$ cat src/rtl/cache_id_sched_pkg.sv
// Shared types and defaults for the data_cache read-side ID scheduler.
package cache_sched_pkg;

  localparam int unsigned ID_W            = 8;
  localparam int unsigned NQ_DEFAULT      = 4;
  localparam int unsigned QDEPTH_DEFAULT  = 32;
  localparam int unsigned TIMEOUT_DEFAULT = 4096;

  typedef enum logic {
    IDLE,
    WAIT
  } sched_state_t;

endpackage

$ cat src/rtl/cache_id_sched_if.sv
// Descriptor enqueue, gate control and data_cache issue/end-of-packet signals.
interface cache_id_sched_if
  import cache_sched_pkg::*;
#(
  parameter int unsigned NQ = NQ_DEFAULT
) ();

  localparam int unsigned QW = (NQ > 1) ? $clog2(NQ) : 1;

  logic [ID_W-1:0] in_desc_ID;
  logic [QW-1:0]   in_desc_queue;
  logic            in_desc_wr;
  logic [NQ-1:0]   in_gate;
  logic            in_tx_ready;
  logic [ID_W-1:0] out_sched_ID;
  logic            out_sched_ID_wr;
  logic            in_cache_valid_wr;
  logic            in_cache_valid;
  logic [NQ-1:0]   out_q_empty;
  logic            out_drop;
  logic            out_timeout;
  logic            out_busy;

  modport master (
    input  in_desc_ID, in_desc_queue, in_desc_wr, in_gate, in_tx_ready,
    input  in_cache_valid_wr, in_cache_valid,
    output out_sched_ID, out_sched_ID_wr, out_q_empty, out_drop, out_timeout, out_busy
  );

  modport slave (
    output in_desc_ID, in_desc_queue, in_desc_wr, in_gate, in_tx_ready,
    output in_cache_valid_wr, in_cache_valid,
    input  out_sched_ID, out_sched_ID_wr, out_q_empty, out_drop, out_timeout, out_busy
  );

endinterface

$ cat src/rtl/cache_id_sched_id_fifo.sv
// Synchronous ID FIFO; a push into a full FIFO is accepted only if it is popped the same cycle.
module id_fifo
  import cache_sched_pkg::*;
#(
  parameter int unsigned DEPTH = QDEPTH_DEFAULT
) (
  input  logic            clk,
  input  logic            rst,
  input  logic            push,
  input  logic            pop,
  input  logic [ID_W-1:0] din,
  output logic [ID_W-1:0] dout,
  output logic            full,
  output logic            empty
);

  localparam int unsigned AW = $clog2(DEPTH);

  logic [AW:0]     wr_ptr, rd_ptr;
  logic [ID_W-1:0] mem [DEPTH];
  logic            wr_en, rd_en;

  always_comb begin
    empty = (wr_ptr == rd_ptr);
    full  = (wr_ptr[AW] != rd_ptr[AW]) && (wr_ptr[AW-1:0] == rd_ptr[AW-1:0]);
    rd_en = pop && !empty;
    wr_en = push && (!full || rd_en);
    dout  = mem[rd_ptr[AW-1:0]];
  end

  always_ff @(posedge clk) begin
    if (rst) begin
      wr_ptr <= '0;
      rd_ptr <= '0;
    end else begin
      if (wr_en) wr_ptr <= wr_ptr + 1'b1;
      if (rd_en) rd_ptr <= rd_ptr + 1'b1;
    end
  end

  always_ff @(posedge clk) begin
    if (wr_en) mem[wr_ptr[AW-1:0]] <= din;
  end

endmodule

$ cat src/rtl/cache_id_sched.sv
// Strict-priority, gate-aware ID scheduler feeding data_cache one packet at a time.
module cache_id_sched
  import cache_sched_pkg::*;
#(
  parameter int unsigned NQ      = NQ_DEFAULT,
  parameter int unsigned QDEPTH  = QDEPTH_DEFAULT,
  parameter int unsigned TIMEOUT = TIMEOUT_DEFAULT
) (
  input  logic               clk,
  input  logic               rst,
  cache_id_sched_if.master   bus
);

  localparam int unsigned QW   = (NQ > 1) ? $clog2(NQ) : 1;
  localparam int unsigned WD_W = (TIMEOUT > 2) ? $clog2(TIMEOUT) : 1;

  sched_state_t    state, state_n;
  logic [WD_W-1:0] wd, wd_n;
  logic [NQ-1:0]   push, pop, full, empty, elig;
  logic [ID_W-1:0] head [NQ];
  logic [QW-1:0]   sel;
  logic            sel_vld, issue, tmo_n, drop_n;
  logic            unused_cache_valid;

  // Packet-good flag does not influence scheduling.
  assign unused_cache_valid = bus.in_cache_valid;

  for (genvar q = 0; q < NQ; q++) begin : g_q
    assign push[q] = bus.in_desc_wr && (bus.in_desc_queue == QW'(q));

    id_fifo #(
      .DEPTH (QDEPTH)
    ) u_fifo (
      .clk   (clk),
      .rst   (rst),
      .push  (push[q]),
      .pop   (pop[q]),
      .din   (bus.in_desc_ID),
      .dout  (head[q]),
      .full  (full[q]),
      .empty (empty[q])
    );
  end

  always_comb begin
    elig    = ~empty & bus.in_gate & {NQ{bus.in_tx_ready}};
    sel     = '0;
    sel_vld = 1'b0;
    for (int unsigned q = 0; q < NQ; q++) begin
      if (elig[q]) begin
        sel     = QW'(q);
        sel_vld = 1'b1;
      end
    end
    drop_n = |(push & full & ~pop);
  end

  // The timeout pulse is shown while still in WAIT; the return to IDLE
  // happens on the following cycle so the pulse lands TIMEOUT cycles after issue.
  always_comb begin
    state_n = state;
    wd_n    = wd;
    pop     = '0;
    issue   = 1'b0;
    tmo_n   = 1'b0;
    case (state)
      IDLE: begin
        if (sel_vld) begin
          pop[sel] = 1'b1;
          issue    = 1'b1;
          wd_n     = '0;
          state_n  = WAIT;
        end
      end
      WAIT: begin
        if (bus.in_cache_valid_wr || bus.out_timeout) begin
          state_n = IDLE;
        end else if (wd == WD_W'(TIMEOUT - 1)) begin
          tmo_n = 1'b1;
        end else begin
          wd_n = wd + 1'b1;
        end
      end
      default: state_n = IDLE;
    endcase
  end

  always_ff @(posedge clk) begin
    if (rst) begin
      state               <= IDLE;
      wd                  <= '0;
      bus.out_sched_ID    <= '0;
      bus.out_sched_ID_wr <= 1'b0;
      bus.out_drop        <= 1'b0;
      bus.out_timeout     <= 1'b0;
    end else begin
      state               <= state_n;
      wd                  <= wd_n;
      bus.out_sched_ID_wr <= issue;
      bus.out_drop        <= drop_n;
      bus.out_timeout     <= tmo_n;
      if (issue) bus.out_sched_ID <= head[sel];
    end
  end

  always_comb begin
    bus.out_q_empty = empty;
    bus.out_busy    = (state == WAIT);
  end

endmodule

$ cat src/flat_wrapper.sv
// flat-port wrapper written by rule: the top's interface ports become plain ports
module cache_id_sched_flat import cache_sched_pkg::*;
#(
  parameter int unsigned NQ      = NQ_DEFAULT,
  parameter int unsigned QDEPTH  = QDEPTH_DEFAULT,
  parameter int unsigned TIMEOUT = TIMEOUT_DEFAULT
)
  (clk, rst, bus_in_desc_ID, bus_in_desc_queue, bus_in_desc_wr, bus_in_gate, bus_in_tx_ready, bus_in_cache_valid_wr, bus_in_cache_valid, bus_out_sched_ID, bus_out_sched_ID_wr, bus_out_q_empty, bus_out_drop, bus_out_timeout, bus_out_busy);
  cache_id_sched_if #(.NQ(NQ)) bus_i ();
  input  logic clk;
  input  logic rst;
  input wire logic [$bits(bus_i.in_desc_ID)-1:0] bus_in_desc_ID;
  input wire logic [$bits(bus_i.in_desc_queue)-1:0] bus_in_desc_queue;
  input wire logic [$bits(bus_i.in_desc_wr)-1:0] bus_in_desc_wr;
  input wire logic [$bits(bus_i.in_gate)-1:0] bus_in_gate;
  input wire logic [$bits(bus_i.in_tx_ready)-1:0] bus_in_tx_ready;
  input wire logic [$bits(bus_i.in_cache_valid_wr)-1:0] bus_in_cache_valid_wr;
  input wire logic [$bits(bus_i.in_cache_valid)-1:0] bus_in_cache_valid;
  output wire logic [$bits(bus_i.out_sched_ID)-1:0] bus_out_sched_ID;
  output wire logic [$bits(bus_i.out_sched_ID_wr)-1:0] bus_out_sched_ID_wr;
  output wire logic [$bits(bus_i.out_q_empty)-1:0] bus_out_q_empty;
  output wire logic [$bits(bus_i.out_drop)-1:0] bus_out_drop;
  output wire logic [$bits(bus_i.out_timeout)-1:0] bus_out_timeout;
  output wire logic [$bits(bus_i.out_busy)-1:0] bus_out_busy;
  assign bus_i.in_desc_ID = bus_in_desc_ID;
  assign bus_i.in_desc_queue = bus_in_desc_queue;
  assign bus_i.in_desc_wr = bus_in_desc_wr;
  assign bus_i.in_gate = bus_in_gate;
  assign bus_i.in_tx_ready = bus_in_tx_ready;
  assign bus_i.in_cache_valid_wr = bus_in_cache_valid_wr;
  assign bus_i.in_cache_valid = bus_in_cache_valid;
  assign bus_out_sched_ID = bus_i.out_sched_ID;
  assign bus_out_sched_ID_wr = bus_i.out_sched_ID_wr;
  assign bus_out_q_empty = bus_i.out_q_empty;
  assign bus_out_drop = bus_i.out_drop;
  assign bus_out_timeout = bus_i.out_timeout;
  assign bus_out_busy = bus_i.out_busy;
  cache_id_sched #(.NQ(NQ), .QDEPTH(QDEPTH), .TIMEOUT(TIMEOUT)) u_core (.clk(clk), .rst(rst), .bus(bus_i));
endmodule
$ cat config.mk
export PLATFORM = sky130hd
export DESIGN_NAME = cache_id_sched_flat
export DESIGN_NICKNAME = d
export VERILOG_FILES = /design/src/rtl/cache_id_sched_pkg.sv /design/src/rtl/cache_id_sched_if.sv /design/src/rtl/cache_id_sched_id_fifo.sv /design/src/rtl/cache_id_sched.sv /design/src/flat_wrapper.sv
export SDC_FILE = /design/constraint.sdc
export NUM_CORES = 1
export LEC_CHECK = 0
export BUFFER_PORTS_ARGS = -buffer_cell sky130_fd_sc_hd__buf_4
export CORE_UTILIZATION = 57
export CTS_CLUSTER_DIAMETER = 40
export DETAILED_ROUTE_END_ITERATION = 8
export HOLD_SLACK_MARGIN = 0.06
export PLACE_DENSITY = 0.76
export SLEW_MARGIN = 0
export SYNTH_ARGS = -nofsm -noshare
export SYNTH_HDL_FRONTEND = slang
export SYNTH_SLANG_ARGS = --single-unit
$ cat constraint.sdc
create_clock -name clk -period 2.9 [get_ports clk]
set_input_delay 0.58 -clock clk [delete_from_list [all_inputs] [get_ports clk]]
set_output_delay 0.58 -clock clk [all_outputs]
set_load 0.005 [all_outputs]
==> flow_summary.json <==
{
  "status": "finished, final reports clean",
  "holdBufCountCts": 0,
  "yosysWarnings": 0,
  "synth.avg_cell_area_um2": 18.92,
  "cap_viol_max_count": 0,
  "avgViaCountPerCell": 6.325,
  "top_usage_layer": "met2",
  "power_density_nw_per_um2": 690.8,
  "whs_ns": 0.1024,
  "setup.worst_path.class": "flip-flop to flip-flop",
  "switchingPower_mw": 7.260,
  "arrival_ns": 3.42,
  "drive_gt1_share_pct": 28.22,
  "globalRouteMet3Util_pct": 5.504,
  "final_area_um2": 51670,
  "netlist_top_cells_count": "edfxtp_1 (1024), mux4_2 (244), nor2_1 (202)",
  "relSlewSlack_pct": 32.51,
  "setup.worst_path.start": "u_core.g_q[3].u_fifo.rd_ptr[3]$_SDFFE_PP0N_",
  "post-route-period-util_pct": 98.00,
  "dieArea_um2": 78550,
  "tightest_slew_ns": 1.009,
  "insertion_delay_ns": 0.72,
  "die_w_um": 280.3,
  "synth_nets": 2374,
  "place_hpwl_um": 62050,
  "post-cts-setup-buffers": 0,
  "path_clk_slew_ns": 0.06,
  "r2r_start": "u_core.g_q[3].u_fifo.rd_ptr[3]$_SDFFE_PP0N_",
  "io_pins": 36,
  "ant_nets": 0,
  "period_needed_ns": 2.842,
  "synth_edf_count": 1024,
  "antenna_found_initial": 4,
  "p_comb_share_pct": 2.7,
  "hold_viol": 0,
  "reg2reg_slack_ns": 0.06,
  "yosysMostFrequentCell": "edfxtp_1",
  "ys_ff_latch": 1116,
  "grt_pass1_vias": 24245,
  "multi_input_area_um2": 10940,
  "p_leak_nw": 16.63,
  "cp_max_fo": 9,
  "place_ws_ns": -0.05502,
  "peakVddDrop_uv": 594.6,
  "async_reset_ff_share_pct": 0,
  "power_frac_clock_pct": 47.9,
  "r2r-end": "u_core.g_q[2].u_fifo.rd_ptr[5]$_SDFFE_PP0N_",
  "swShare_pct": 20.34,
  "p_int_mw": 28.44,
  "drv_slew": 0,
  "cts_root_buffer": "clkbuf_16",
  "finalSetupViolCount": 0,
  "gp_congestion": 0.8781,
  "synth_top_area_share_pct": 69.67,
  "wl_per_cell_um": 27.17,
  "area_growth_pct": 17.07,
  "syn_inst": 2333,
  "nNetsFinal": 2639,
  "cts_buffers": 135,
  "grt_pass1_wl_um": 151800,
  "rr_worst_depth": 9,
  "yosys-top-cells-area": "edfxtp_1 (70%), mux4_2 (12%), dfxtp_1 (4.2%), mux2i_1 (2.3%), nor2_1 (1.7%)",
  "cts_tree": "yes",
  "synth_cell_types": 73,
  "fmax_mhz": 351.9,
  "vias": 23637,
  "n_fill_cell": 4718,
  "io_buffers": 34,
  "hold_path.class": "input port to flip-flop",
  "yosysSeqAreaShare_pct": 73.84,
  "cts_sinks": 1116,
  "placed_cell_area_um2": 47020,
  "h-tree-depth": 4,
  "clock_skew_ns": 0.02441,
  "synth_top_area_cell": "edfxtp_1",
  "crit_required_ns": 3.48,
  "final-seq-area_um2": 32620,
  "synthFlopType": "edfxtp_1",
  "wl_um": 101500,
  "grt_max_degree": 125,
  "track_usage_pct": 26.47,
  "grt-ovfl-total": 0,
  "fp-row-count": 101,
  "setup_ws_ns": 0.05789,
  "num_antenna_cells": 0,
  "power.total_mw": 35.70,
  "die_h_um": 280.3,
  "syn_area_um2": 44140,
  "rsz0062_at_grt": "no",
  "core_um2": 76330,
  "drc": 0,
  "end_kind": "flip-flop",
  "drt_first_pass_iters": 5,
  "grt_use_met1_pct": 35.82,
  "critPathCapture": "u_core.g_q[2].u_fifo.rd_ptr[5]$_SDFFE_PP0N_",
  "pwr-share-seq_pct": 49.4,
  "critical_path.startpoint_type": "flip-flop",
  "drtIter0Drc": 2713,
  "grt.met2_usage_pct": 43.06,
  "start_util_pct": 57.83,
  "cts_max_path_buffers": 3
}
## cell families (layout without fill, tap and decap cells)
| logic type | after synthesis | after routing | synth area share (%) |
|---|---|---|---|
| flip-flops | 1116 | 1116 | 73.84 |
| AND/OR/NAND/NOR | 462 | 462 | 5.032 |
| multiplexers | 353 | 353 | 14.95 |
| AO/OA/AOI/OAI | 172 | 172 | 2.787 |
| buffers and inverters | 143 | 517 | 1.491 |
| XOR/XNOR | 66 | 66 | 1.310 |
| adder cells (fa/ha/maj) | 21 | 21 | 0.5953 |
## worst max-delay path, cell delays in order (launching register included)
cell and delay (ns):
dfxtp_1 0.42, xnor2_1 0.15, nand3_1 0.23, o211ai_2 0.31, buf_4 0.23, nand2_1 0.27
buf_4 0.25, nor4_1 0.57, xnor2_1 0.19, nor2_1 0.06
## final cells by class
class                           instances  area share [%]
Clock buffer                          161           7.070
Clock inverter                         85           1.828
Inverter                               23          0.1671
Multi-Input combinational cell       1074           21.18
Sequential cell                      1116           63.13
Tap cell                             1030           2.494
Timing Repair Buffer                  248           4.136
## through the flow
stage / TNS, ns / utilization [%] / std cells
after floorplan: -2.152 / - / 2333
after global placement: 0 / 61.60 / 3491
after detailed placement: -0.9745 / 61.60 / 3491
after CTS: 0 / 67.65 / 3737
after global routing: 0 / 67.70 / 3737
final: 0 / 67.70 / 3737
## what timing repair did
item,4_1_cts,5_1_grt
resized for setup,8,9
endpoints found under the hold margin,0,0
setup endpoints to repair,166,136
## worst min-delay path by stage
stage,start,to,cells past startpoint
after detailed placement,u_core.wd[11]$_SDFFE_PP0P_,u_core.wd[11]$_SDFFE_PP0P_,2
after global placement,u_core.wd[1]$_SDFFE_PP0P_,u_core.wd[1]$_SDFFE_PP0P_,2
final,bus_in_desc_ID[4],u_core.g_q[1].u_fifo.mem[29][4]$_DFFE_PP_,1
after floorplan,u_core.wd[1]$_SDFFE_PP0P_,u_core.wd[1]$_SDFFE_PP0P_,2
after CTS,bus_in_desc_ID[4],u_core.g_q[1].u_fifo.mem[29][4]$_DFFE_PP_,1
after global routing,bus_in_desc_ID[4],u_core.g_q[1].u_fifo.mem[29][4]$_DFFE_PP_,1
## routing by layer
layer | part of all wire [%] | up-vias | wire length, um
li1 | - | 9967 | -
met1 | 39 | 12184 | 39220
met2 | 50 | 1259 | 50580
met3 | 8.6 | 219 | 8728
met4 | 2.9 | 8 | 2936
met5 | 0.050 | - | 51
## state kept, by name, summed over array words and instances (netlist names), named ones only
name and count:
u_core.bus.out_sched_ID_wr 1, u_core.g_q.u_fifo.wr_ptr 24, u_core.bus.out_timeout 1, u_core.bus.out_drop 1, u_core.bus.out_sched_ID 8, u_core.bus.out_busy 1, u_core.g_q.u_fifo.rd_ptr 24, u_core.g_q.u_fifo.mem 1024
u_core.wd 12
## power groups by stage
stage | clock network, mW | registers [mW] | logic (mW)
floorplan | 0 | 18.0 | 0.416
global placement | 0 | 18.0 | 0.903
detailed placement | 0 | 18.0 | 0.943
CTS | 17.2 | 17.6 | 0.952
global route | 17.9 | 17.6 | 1.01
finish | 17.1 | 17.7 | 0.957
## cell usage in the layout, fill, tap and decap left out, types with 17 or more instances in the layout
cell and count:
edfxtp_1 1024, clkbuf_16 141, a21oi_1 34, nor2_1 199, nand3_1 21, mux4_2 244
ha_1 21, xnor2_1 31, o22ai_1 24, clkinv_2 22, dfxtp_1 82, nand4_1 17
inv_1 21, buf_12 22, xor2_1 34, buf_4 226, mux2i_1 100, and3_1 33
nor3_1 19, o21ai_0 31, nand2_1 79
(Power assumes the default switching activity.)
